File: config.mk
export PLATFORM = sky130hd
export DESIGN_NAME = input_array_stream_flat
export DESIGN_NICKNAME = d
export VERILOG_FILES = /design/src/rtl/input_array_stream_if.sv /design/src/rtl/input_array_stream.sv /design/src/flat_wrapper.sv
export SDC_FILE = /design/constraint.sdc
export NUM_CORES = 1
export LEC_CHECK = 0
export CAP_MARGIN = 20
export CORE_MARGIN = 4
export CORE_UTILIZATION = 52
export CTS_CLUSTER_SIZE = 30
export DETAILED_ROUTE_END_ITERATION = 8
export PLACE_DENSITY = 0.85
export RECOVER_POWER = 100
export SLEW_MARGIN = 20
export SYNTH_ARGS = -nofsm -noshare
export SYNTH_HDL_FRONTEND = slang
export SYNTH_SLANG_ARGS = --single-unit
File: constraint.sdc
create_clock -name clk -period 2.35 [get_ports clk]
set_input_delay 0.705 -clock clk [delete_from_list [all_inputs] [get_ports clk]]
set_output_delay 0.705 -clock clk [all_outputs]
set_load 0.1 [all_outputs]
File: src/rtl/input_array_stream_if.sv
// Bus bundle for input_array_stream: entry controls, switch/button inputs,
// packed array output and the valid/ready handoff to the sorter stage.
interface input_array_stream_if #(
  parameter int unsigned SW_W   = 8,
  parameter int unsigned DEPTH  = 4,
  parameter int unsigned ELEM_W = 5,
  parameter int unsigned CNT_W  = $clog2(DEPTH + 1)
);
  logic                      en;
  logic [SW_W-1:0]           switch;
  logic [2:0]                press;
  logic [CNT_W-1:0]          target_count;
  logic [DEPTH*ELEM_W-1:0]   array_out;
  logic [CNT_W-1:0]          count;
  logic                      out_valid;
  logic                      out_ready;
  logic                      over;
  logic                      err;

  // Upstream / downstream side driving the block
  modport master (
    output en, switch, press, target_count, out_ready,
    input  array_out, count, out_valid, over, err
  );

  // The entry block itself
  modport slave (
    input  en, switch, press, target_count, out_ready,
    output array_out, count, out_valid, over, err
  );
endinterface

File: src/rtl/input_array_stream.sv
// One-hot switch array entry with error/undo/clear and valid/ready handoff.
// Optional INPUT_ARRAY_DUP_CHECK_EN rejects values already present in filled slots.
module input_array_stream #(
  parameter int unsigned SW_W   = 8,
  parameter int unsigned DEPTH  = 4,
  parameter int unsigned ELEM_W = 5,
  parameter int unsigned CNT_W  = $clog2(DEPTH + 1)
) (
  input logic                 clk,
  input logic                 rst_n,
  input_array_stream_if.slave bus
);

  localparam logic [ELEM_W-1:0] EMPTY = '1;
  localparam logic [2:0] P_RLS = 3'b001;
  localparam logic [2:0] P_CON = 3'b010;
  localparam logic [2:0] P_DEL = 3'b011;

  typedef enum logic [1:0] {S_IDLE, S_ENTRY, S_DONE, S_HELD} state_t;

  state_t            state_q, state_d;
  logic [CNT_W-1:0]  count_q, count_d;
  logic [CNT_W-1:0]  tgt_q, tgt_d;
  logic [ELEM_W-1:0] slots_q [DEPTH];
  logic [ELEM_W-1:0] slots_d [DEPTH];
  logic              valid_q, valid_d;
  logic              over_q, over_d;
  logic              err_q, err_d;

  logic              is_con, is_del, is_rls, room;
  logic              one_hot, dup;
  logic [ELEM_W-1:0] sw_idx;

  assign is_con = (bus.press == P_CON);
  assign is_del = (bus.press == P_DEL);
  assign is_rls = (bus.press == P_RLS);
  assign room   = (count_q < tgt_q);

  // Switch decode: one-hot test, bit index and duplicate lookup
  always_comb begin
    sw_idx  = '0;
    for (int i = 0; i < SW_W; i++) begin
      if (bus.switch[i]) sw_idx = ELEM_W'(i);
    end
    one_hot = (bus.switch != '0) && ((bus.switch & (bus.switch - SW_W'(1))) == '0);
    dup     = 1'b0;
`ifdef INPUT_ARRAY_DUP_CHECK_EN
    for (int i = 0; i < DEPTH; i++) begin
      if ((CNT_W'(i) < count_q) && (slots_q[i] == sw_idx)) dup = 1'b1;
    end
`endif
  end

  // State register plus registered datapath/outputs
  always_ff @(posedge clk or negedge rst_n) begin
    if (!rst_n) begin
      state_q <= S_IDLE;
      count_q <= '0;
      tgt_q   <= '0;
      valid_q <= 1'b0;
      over_q  <= 1'b0;
      err_q   <= 1'b0;
      for (int i = 0; i < DEPTH; i++) slots_q[i] <= EMPTY;
    end else begin
      state_q <= state_d;
      count_q <= count_d;
      tgt_q   <= tgt_d;
      valid_q <= valid_d;
      over_q  <= over_d;
      err_q   <= err_d;
      for (int i = 0; i < DEPTH; i++) slots_q[i] <= slots_d[i];
    end
  end

  // Next-state logic; en low always returns to IDLE
  always_comb begin
    state_d = state_q;
    if (!bus.en) begin
      state_d = S_IDLE;
    end else begin
      unique case (state_q)
        S_IDLE:  state_d = S_ENTRY;
        S_ENTRY: if (is_con && !room) state_d = S_DONE;
        S_DONE: begin
          if (bus.out_ready)        state_d = S_HELD;
          else if (is_del || is_rls) state_d = S_ENTRY;
        end
        S_HELD:  state_d = S_HELD;
        default: state_d = S_IDLE;
      endcase
    end
  end

  // Next values of slots, count, target and output flags
  always_comb begin
    count_d = count_q;
    tgt_d   = tgt_q;
    valid_d = valid_q;
    over_d  = 1'b0;
    err_d   = 1'b0;
    for (int i = 0; i < DEPTH; i++) slots_d[i] = slots_q[i];

    if (!bus.en) begin
      count_d = '0;
      tgt_d   = '0;
      valid_d = 1'b0;
      for (int i = 0; i < DEPTH; i++) slots_d[i] = EMPTY;
    end else begin
      unique case (state_q)
        S_IDLE: begin
          tgt_d = (bus.target_count > CNT_W'(DEPTH)) ? CNT_W'(DEPTH) : bus.target_count;
        end
        S_ENTRY: begin
          if (is_con) begin
            if (!room) begin
              valid_d = 1'b1;
            end else if (one_hot && !dup) begin
              for (int i = 0; i < DEPTH; i++) begin
                if (CNT_W'(i) == count_q) slots_d[i] = sw_idx;
              end
              count_d = count_q + CNT_W'(1);
            end else begin
              err_d = 1'b1;
            end
          end else if (is_del) begin
            if (count_q != '0) begin
              for (int i = 0; i < DEPTH; i++) begin
                if (CNT_W'(i) == count_q - CNT_W'(1)) slots_d[i] = EMPTY;
              end
              count_d = count_q - CNT_W'(1);
            end
          end else if (is_rls) begin
            count_d = '0;
            for (int i = 0; i < DEPTH; i++) slots_d[i] = EMPTY;
          end
        end
        S_DONE: begin
          if (bus.out_ready) begin
            over_d  = 1'b1;
            valid_d = 1'b0;
          end else if (is_del) begin
            valid_d = 1'b0;
          end else if (is_rls) begin
            valid_d = 1'b0;
            count_d = '0;
            for (int i = 0; i < DEPTH; i++) slots_d[i] = EMPTY;
          end
        end
        default: ;
      endcase
    end
  end

  // Slot 0 lands in the most significant field
  for (genvar g = 0; g < DEPTH; g++) begin : g_pack
    assign bus.array_out[(DEPTH-1-g)*ELEM_W +: ELEM_W] = slots_q[g];
  end

  assign bus.count     = count_q;
  assign bus.out_valid = valid_q;
  assign bus.over      = over_q;
  assign bus.err       = err_q;

endmodule

File: src/flat_wrapper.sv
// flat-port wrapper written by rule: the top's interface ports become plain ports
module input_array_stream_flat 
#(
  parameter int unsigned SW_W   = 8,
  parameter int unsigned DEPTH  = 4,
  parameter int unsigned ELEM_W = 5,
  parameter int unsigned CNT_W  = $clog2(DEPTH + 1)
)
  (clk, rst_n, bus_en, bus_switch, bus_press, bus_target_count, bus_out_ready, bus_array_out, bus_count, bus_out_valid, bus_over, bus_err);
  input_array_stream_if #(.SW_W(SW_W), .DEPTH(DEPTH), .ELEM_W(ELEM_W), .CNT_W(CNT_W)) bus_i ();
  input logic clk;
  input logic rst_n;
  input wire logic [$bits(bus_i.en)-1:0] bus_en;
  input wire logic [$bits(bus_i.switch)-1:0] bus_switch;
  input wire logic [$bits(bus_i.press)-1:0] bus_press;
  input wire logic [$bits(bus_i.target_count)-1:0] bus_target_count;
  input wire logic [$bits(bus_i.out_ready)-1:0] bus_out_ready;
  output wire logic [$bits(bus_i.array_out)-1:0] bus_array_out;
  output wire logic [$bits(bus_i.count)-1:0] bus_count;
  output wire logic [$bits(bus_i.out_valid)-1:0] bus_out_valid;
  output wire logic [$bits(bus_i.over)-1:0] bus_over;
  output wire logic [$bits(bus_i.err)-1:0] bus_err;
  assign bus_i.en = bus_en;
  assign bus_i.switch = bus_switch;
  assign bus_i.press = bus_press;
  assign bus_i.target_count = bus_target_count;
  assign bus_i.out_ready = bus_out_ready;
  assign bus_array_out = bus_i.array_out;
  assign bus_count = bus_i.count;
  assign bus_out_valid = bus_i.out_valid;
  assign bus_over = bus_i.over;
  assign bus_err = bus_i.err;
  input_array_stream #(.SW_W(SW_W), .DEPTH(DEPTH), .ELEM_W(ELEM_W), .CNT_W(CNT_W)) u_core (.clk(clk), .rst_n(rst_n), .bus(bus_i));
endmodule
==> impl_metrics.ini, run 1 <==
[logic_synthesis]
synthMostInstantiatedCell = sky130_fd_sc_hd__nor2_1
post_synthesis_mean_instance_area_um2 = 8.86
synth_area_um2 = 2210
netlist.top_cell.by_area = sky130_fd_sc_hd__dfstp_2
yosysWarningCount = 0
synth-seq-cells = 31
synthCells = 250
synth_edf_count = 0
post_synth_most_frequent_cells = sky130_fd_sc_hd__nor2_1, sky130_fd_sc_hd__dfstp_2, sky130_fd_sc_hd__inv_1
postSynthNetCount = 277
seq_area_frac_synth = 0.362
yosysTopAreaCellShare = 0.237
synth_flop_cell = sky130_fd_sc_hd__dfstp_2
synthArstFlopShare = 1.00
synth.top_cells.by_area = sky130_fd_sc_hd__dfstp_2, sky130_fd_sc_hd__dfrtp_1, sky130_fd_sc_hd__ha_1
netlist-cell-type-count = 56

[setup_path]
crit_fanout = 5
r2r-start = u_core.bus.count[2]
ff2ff_setup_slack_ns = -0.46
worstPathCellList = dlygate4sd3_1, o311ai_4, buf_4, and2_1, nand2_1, a21oi_2, o22ai_1
worst_r2r_path_depth = 9
cp_slowest_cell = sky130_fd_sc_hd__dlygate4sd3_1
slowest_delay_ns = 0.64
end_kind = flop
r2r-end = u_core.bus.array_out[0]
worst_ep_arrival_time_ns = 3.03
criticalPathCategory = input port to flop
worstSetupStartpointType = input port
cp.required_ns = 2.54

[clock_tree]
tritoncts = done
cts_max_level = 2
cts.root.buffer_cell = sky130_fd_sc_hd__clkbuf_8
clk_path_buf_depth = 2
postCtsHoldBufs = 0
numClockSinks = 31
cts_made_buffers = 5
clock_latency_ns = 0.31
clkTransAtPathRegs_ns = 0.08

[placed_design]
finalWeightedCongestion = 0.933
portBuffers = 43
place_worst_setup_slack_ns = -0.755
place_hpwl_mm = 5.42

[sta]
grt_setup_unrepaired = true
skew_ns = 0.0117
final_ws_setup_ns = -0.494
maxClockFrequency_ghz = 0.352
final-hold-violation-count = 0
period_share = 1.21
worst_slew_margin_rel = 0.438
timing.hold.ws_ns = 0.511
worstMarginPinSlew_ns = 0.843
period_needed_ns = 2.84
tns_ns = -6.55
report.final.setup_viol = 23
drv_slew = 0

[cells_and_area]
area_delta_synth_final_pct = 63.4
drive_above_1_share = 0.508
post-route-util = 0.892
insertedDiodeCount = 0
nNetsFinal = 386

[power]
peakVddDrop_uv = 434
leakage_dissipation_uw = 0.00164
power_density_nw_per_um2 = 450

[drt]
drcViolationCount = 60
routed_wl_mm = 13.8
detail_route.vias_per_cell = 7.96
vias = 3263
dr.pass1.iters = 9
post_drt_wl_per_cell_um = 33.7
drc_violation_total_after_the_first_tritonroute_iteration = 588
detail-route-antenna-nets = 0

[hold_path]
min_path_cells = 1
hold_path_end = u_core.bus.array_out[1]
worstHoldStart = u_core.bus.array_out[1]
holdCritPathClass = flop to flop

[global_route]
grt_max_degree = 32
overflow = 0
global_route.usage.total = 0.376
antenna_found_initial = 0
via_count_of_the_first_global_routing_pass = 2872
global_route_wire_length_before_repair_mm = 15.1

[outcome]
status = finished, violations left
failed_checks = design-rule violations, negative setup slack

[die]
ioPinCount = 44
die_area_um2 = 5370
std_cell_rows = 23
die_w_um = 73.3
chipHeight_um = 73.3
floorplan.core_area_um2 = 4060
initial_utilization = 0.546

[job]
drv_cap = 0
==> through the flow <==
| step | std cells | cell area [µm²] | total power, µW |
|---|---|---|---|
| 3_3_place_gp | 394 | 3400 | 1020 |
| 5_1_grt | 410 | 3620 | 1660 |
| 3_5_place_dp | 394 | 3400 | 1030 |
| 4_1_cts | 404 | 3690 | 1470 |
| 6_report | 410 | 3620 | 1630 |
| 2_1_floorplan | 250 | 2290 | 831 |
==> worst max-delay path, delay by kind of cell <==
| kind | cells | cell delay, ns |
|---|---|---|
| AOI/OAI and AO/OA | 3 | 0.89 |
| and+or+nand+nor | 2 | 0.51 |
| buffers and inverters | 2 | 0.92 |
==> layer usage <==
metal,vias up,routed length (µm),global-route usage
li1,1161,-,-
met1,1469,4360,0.436
met2,444,5840,0.615
met3,189,1990,0.0903
met4,0,1630,0.244
met5,-,0,0
==> placed cells by master (no fill, tap or decap), drive strengths merged, types with 4 or more instances in the layout <==
| master | n |
|---|---|
| a2111oi | 7 |
| a211oi | 8 |
| a21o | 5 |
| a21oi | 13 |
| a221oi | 4 |
| buf | 72 |
| clkbuf | 33 |
| dfrtp | 11 |
| dfstp | 20 |
| dlygate4sd2 | 4 |
| dlymetal6s2s | 4 |
| ha | 9 |
| inv | 18 |
| nand2 | 11 |
| nand2b | 10 |
| nand3 | 6 |
| nor2 | 28 |
| nor3 | 6 |
| o21a | 6 |
| o21ai | 19 |
| o32ai | 4 |
| o41ai | 4 |
==> worst max-delay path by stage <==
| stage | startpoint | endpoint | slack, ns | cells after the start |
|---|---|---|---|---|
| after floorplan | bus_switch[2] | u_core.bus.array_out[8] | -0.13 | 7 |
| after global placement | bus_switch[2] | u_core.bus.array_out[14] | -0.65 | 8 |
| after detailed placement | bus_switch[3] | u_core.bus.array_out[14] | -0.76 | 8 |
| after CTS | bus_switch[2] | u_core.bus.array_out[9] | -0.09 | 8 |
| after global routing | u_core.bus.count[2] | u_core.bus.array_out[0] | -0.64 | 9 |
| final | bus_out_ready | u_core.bus.count[1] | -0.49 | 7 |
==> cell families (layout without fill, tap and decap cells) <==
family / count (synthesis) / after routing / share of synthesized area
AO/OA/AOI/OAI: 96 / 96 / 0.328
XOR/XNOR: 1 / 1 / 0.00396
adder cells (fa/ha/maj): 9 / 9 / 0.0508
buffers and inverters: 29 / 139 / 0.0559
flip-flops: 31 / 31 / 0.362
AND/OR/NAND/NOR: 84 / 84 / 0.200
==> where the power goes <==
group	internal (µW)	switching [µW]	total (µW)
registers	552	23.1	575
clock network	203	254	458
logic	193	402	595
total	948	679	1630
==> area by class of cell <==
| type | instances | area, µm² |
|---|---|---|
| multi-input cells | 190 | 1700 |
| repair buffers | 113 | 902 |
| flip-flops and latches | 31 | 803 |
| fillers | 113 | 439 |
| clock buffers | 5 | 68.8 |
| inverters | 18 | 67.6 |
| well taps | 50 | 62.6 |
| clock inverters | 3 | 15.0 |
==> timing repair <==
item	CTS	global route
resized for setup	55	40
buffers inserted	2	6
pin swaps	16	23
setup endpoints to repair	24	23
==> sequential cells by signal, indices dropped and copies added (netlist names) <==
name / cells
u_core.bus.array_out: 20
u_core.bus.over: 1
u_core.bus.count: 3
u_core.state_q: 2
u_core.bus.err: 1
u_core.bus.out_valid: 1
u_core.tgt_q: 3
No activity file was read; power rests on OpenSTA's default activity.
==> run 2, diff against run 1 <==
--- a/config.mk
+++ b/config.mk
@@ -6,8 +6,10 @@
 export NUM_CORES = 1
 export LEC_CHECK = 0
 export CAP_MARGIN = 20
+export CELL_PAD_IN_SITES_DETAIL_PLACEMENT = 1
+export CELL_PAD_IN_SITES_GLOBAL_PLACEMENT = 1
 export CORE_MARGIN = 4
-export CORE_UTILIZATION = 52
+export CORE_UTILIZATION = 39
 export CTS_CLUSTER_SIZE = 30
 export DETAILED_ROUTE_END_ITERATION = 8
 export PLACE_DENSITY = 0.85
==> run 2 against run 1 <==
Net effect: the flow finishes with violations (negative setup slack); sequential cell count did not move; clock power rose by 9.8%; global-route usage fell by 0.68 points; power rose by 3.7%; sequential power barely moved; combinational power rose by 3%; critical path type unchanged; largest cell class unchanged.
==> impl_metrics.ini, run 2 (synthesis gave the netlist of run 1 again) <==
[clock_tree]
cts_max_level = 2
clkTransAtPathRegs_ns = 0.07
tritoncts = done
clk_path_buf_depth = 2
postCtsHoldBufs = 0
clock_latency_ns = 0.30
cts.root.buffer_cell = sky130_fd_sc_hd__clkbuf_8
numClockSinks = 31
cts_made_buffers = 5

[sta]
grt_setup_unrepaired = true
maxClockFrequency_ghz = 0.355
skew_ns = 0.0159
tns_ns = -6.92
period_needed_ns = 2.82
report.final.setup_viol = 23
worst_slew_margin_rel = 0.454
period_share = 1.20
drv_slew = 0
worstMarginPinSlew_ns = 0.819
final-hold-violation-count = 0
final_ws_setup_ns = -0.466

[global_route]
antenna_found_initial = 0
global_route.usage.total = 0.369
via_count_of_the_first_global_routing_pass = 3179
overflow = 0
grt_max_degree = 32
global_route_wire_length_before_repair_mm = 19.4

[drt]
drc_violation_total_after_the_first_tritonroute_iteration = 360
detail_route.vias_per_cell = 7.16
dr.pass1.iters = 5
post_drt_wl_per_cell_um = 35.4
routed_wl_mm = 15.3
drcViolationCount = 0
vias = 3092
detail-route-antenna-nets = 0

[die]
die_area_um2 = 6950
std_cell_rows = 27
initial_utilization = 0.402
floorplan.core_area_um2 = 5510
ioPinCount = 44
die_w_um = 83.4
chipHeight_um = 83.4

[power]
leakage_dissipation_uw = 0.00172
totalPowerFinal_uw = 1690
power_density_nw_per_um2 = 429
peakVddDrop_uv = 309

[setup_path]
worstPathCellList = dlygate4sd3_1, clkbuf_1, buf_4, o21ai_0, nor2_1, o221ai_1, o22ai_2
end_kind = flop
criticalPathCategory = input port to flop
cp.required_ns = 2.53
slowest_delay_ns = 0.76
cp_slowest_cell = sky130_fd_sc_hd__dlygate4sd3_1
worstSetupStartpointType = input port
crit_fanout = 7
worst_ep_arrival_time_ns = 3.00

[job]
drv_cap = 0

[cells_and_area]
largest_reg_flops = 20
nNetsFinal = 386
insertedDiodeCount = 0
final_common_cell = sky130_fd_sc_hd__buf_4
drive_above_1_share = 0.511
final_cell_mix = sky130_fd_sc_hd__buf_4, sky130_fd_sc_hd__nor2_1, sky130_fd_sc_hd__dfstp_2
post-route-util = 0.715
area_delta_synth_final_pct = 77.7

[placed_design]
place_hpwl_mm = 6.94
finalWeightedCongestion = 0.816
portBuffers = 43
place_worst_setup_slack_ns = -0.856

[outcome]
status = finished, violations left
failed_checks = negative setup slack

[hold_path]
holdCritPathClass = flop to flop
## run 2: routing by layer
metal	global-route usage	up-vias	routed length, µm
met5	0	-	0
met4	0.235	0	1870
met3	0.0665	149	1500
met2	0.633	325	6790
met1	0.419	1449	5130
li1	-	1169	-
## run 2: worst max-delay path: cells and delay by family
family / cells / cell delay, ns
AO/OA/AOI/OAI: 3 / 0.78
buffers and inverters: 3 / 1.17
AND/OR/NAND/NOR: 1 / 0.34
## run 2: report_power, final
group	leakage (µW)	switching, µW	internal [µW]
combinational	0.00132	406	204
sequential	0.000354	22.8	553
clock	0.0000515	235	268
## run 2: layout make-up
type,count,area [µm²]
Sequential cell,31,805
Tap cell,72,90.1
Multi-Input combinational cell,190,1820
Inverter,18,67.6
Fill cell,556,1570
Clock buffer,8,100
Timing Repair Buffer,113,1050
## run 2: stage by stage
stage                     cells  hold WS [ns]  cell area, µm²
after detailed placement    416         0.485            3420
after global routing        432         0.532            3940
after CTS                   429         0.502            3840
final                       432         0.517            3940
after floorplan             250         0.409            2290
after global placement      416         0.482            3420
## run 2: worst paths after layout
| kind | start | end | slack, ns | cells past startpoint |
|---|---|---|---|---|
| max | bus_en | u_core.bus.count[2] | -0.47 | 7 |
| min | u_core.bus.out_valid | u_core.bus.out_valid | 0.52 | 1 |
| max reg2reg | u_core.bus.count[1] | u_core.bus.array_out[5] | -0.21 | 9 |
| min reg2reg | u_core.bus.out_valid | u_core.bus.out_valid | 0.52 | 1 |
| max in group asynchronous | rst_n | u_core.bus.count[1] | 0.73 | 2 |
| min in group asynchronous | rst_n | u_core.bus.err | 1.03 | 2 |
## run 2: repair_timing
item	in CTS	in global routing
endpoints found under the setup margin	24	24
resized for setup	73	35
pin swaps	16	19
setup buffers	5	3
==> edit: new RTL, config.mk and constraints of run 1 <==
Build with the macro `INPUT_ARRAY_DUP_CHECK_EN` defined.
--- a/src/rtl/input_array_stream.sv
+++ b/src/rtl/input_array_stream.sv
@@ -1,5 +1,7 @@
 // One-hot switch array entry with error/undo/clear and valid/ready handoff.
 // Optional INPUT_ARRAY_DUP_CHECK_EN rejects values already present in filled slots.
+`define INPUT_ARRAY_DUP_CHECK_EN
+
 module input_array_stream #(
   parameter int unsigned SW_W   = 8,
   parameter int unsigned DEPTH  = 4,
Behaviour: not the same (a bounded check fails within 4 cycles, from zero or initial values and one cycle with rst_n low).
==> edit against run 1 <==
  * Synthesized cell count increased by 8.4%
  * Area after synthesis increased by 6.5%
  * The flow now stops in 5_1_grt
==> edit: results (changes against run 1) <==
* Status: stopped before the end (was complete, but fails checks)
* Stopped at: 5_1_grt
* Stop err: [ERROR GRT-0232] Routing congestion too high. Check the congestion heatmap in the GUI.
* Mux cell area share after synthesis at 0.4244% (was 0%)
* Synth Warn # at 0 (unchanged)
* Post-Syn Nets at 297 (was 277)
* Placed Area at 3598 µm² (was 3402 µm²)
* Die width at 75.35 µm (was 73.26 µm)
* Adder-cell area share of the yosys netlist at 4.668% (was 5.085%)
* Deepest clock path buffer count at 2 (unchanged)
* CTS Root Cell: clkbuf_8 (unchanged)
* H-tree lvl count at 2 (unchanged)
* GP Congestion at 0.9399 (was 0.9329)
* GRT Overall Usage at 84.09%
* Leading post-synthesis cells by cell area: dfstp_2 (22%), dfrtp_1 (12%), a21oi_1 (5.5%) (was dfstp_2 (24%), dfrtp_1 (12%), ha_1 (5.1%))
* Register bit total from synthesis at 31 (unchanged)
* Compound-Gate Fraction of Synth Area at 29.44% (was 32.77%)
* Most instantiated cells after synthesis: a21oi_1 (26), nor2_1 (24), dfstp_2 (20) (was nor2_1 (28), dfstp_2 (20), inv_1 (18))
* Post-synth cell types at 58 (was 56)
* Worst endpoint pin kind: sequential cell input
* Synth Area in XOR/XNOR at 4.085% (was 0.3955%)
* Fraction of registers with async set/reset at 100.0% (unchanged)
* Sequential fraction of the synthesis area at 33.95% (was 36.16%)
* IO Port Bufs at 43 (unchanged)
* DP HPWL at 6225 µm (was 5417 µm)
* Ys flop type: dfstp_2 (unchanged)
* Total grt overflow at 187
* Largest net degree at the start of global routing at 32
* Cts bufs inserted at 5 (unchanged)
* Crit. endpoint post-GRT repair: u_core.bus.array_out[2]$_DFFE_PN1P_/D
edit: through the flow:
stage,cells,setup WS [ns]
floorplan,271,-0.4456
global placement,428,-1.004
detailed placement,428,-1.139
CTS,446,-0.3279
edit: kinds of logic after synthesis:
kind of cell	count (synthesis)
AOI/OAI and AO/OA	98
muxes	1
xor gates and xnor gates	11
DFF	31
adders and majority gates	9
buffers and inverters	22
and+or+nand+nor	99
edit: metal layers:
| metal | GRT usage [%] | overflow |
|---|---|---|
| met1 | 82.45 | 1 |
| met2 | 102.2 | 103 |
| met3 | 63.32 | 3 |
| met4 | 93.59 | 78 |
| met5 | 27.78 | 2 |
edit: repair_timing:
item,CTS
buffers inserted,8
setup endpoints to repair,24
cloned,2
pin swaps,20
gates resized for setup,74
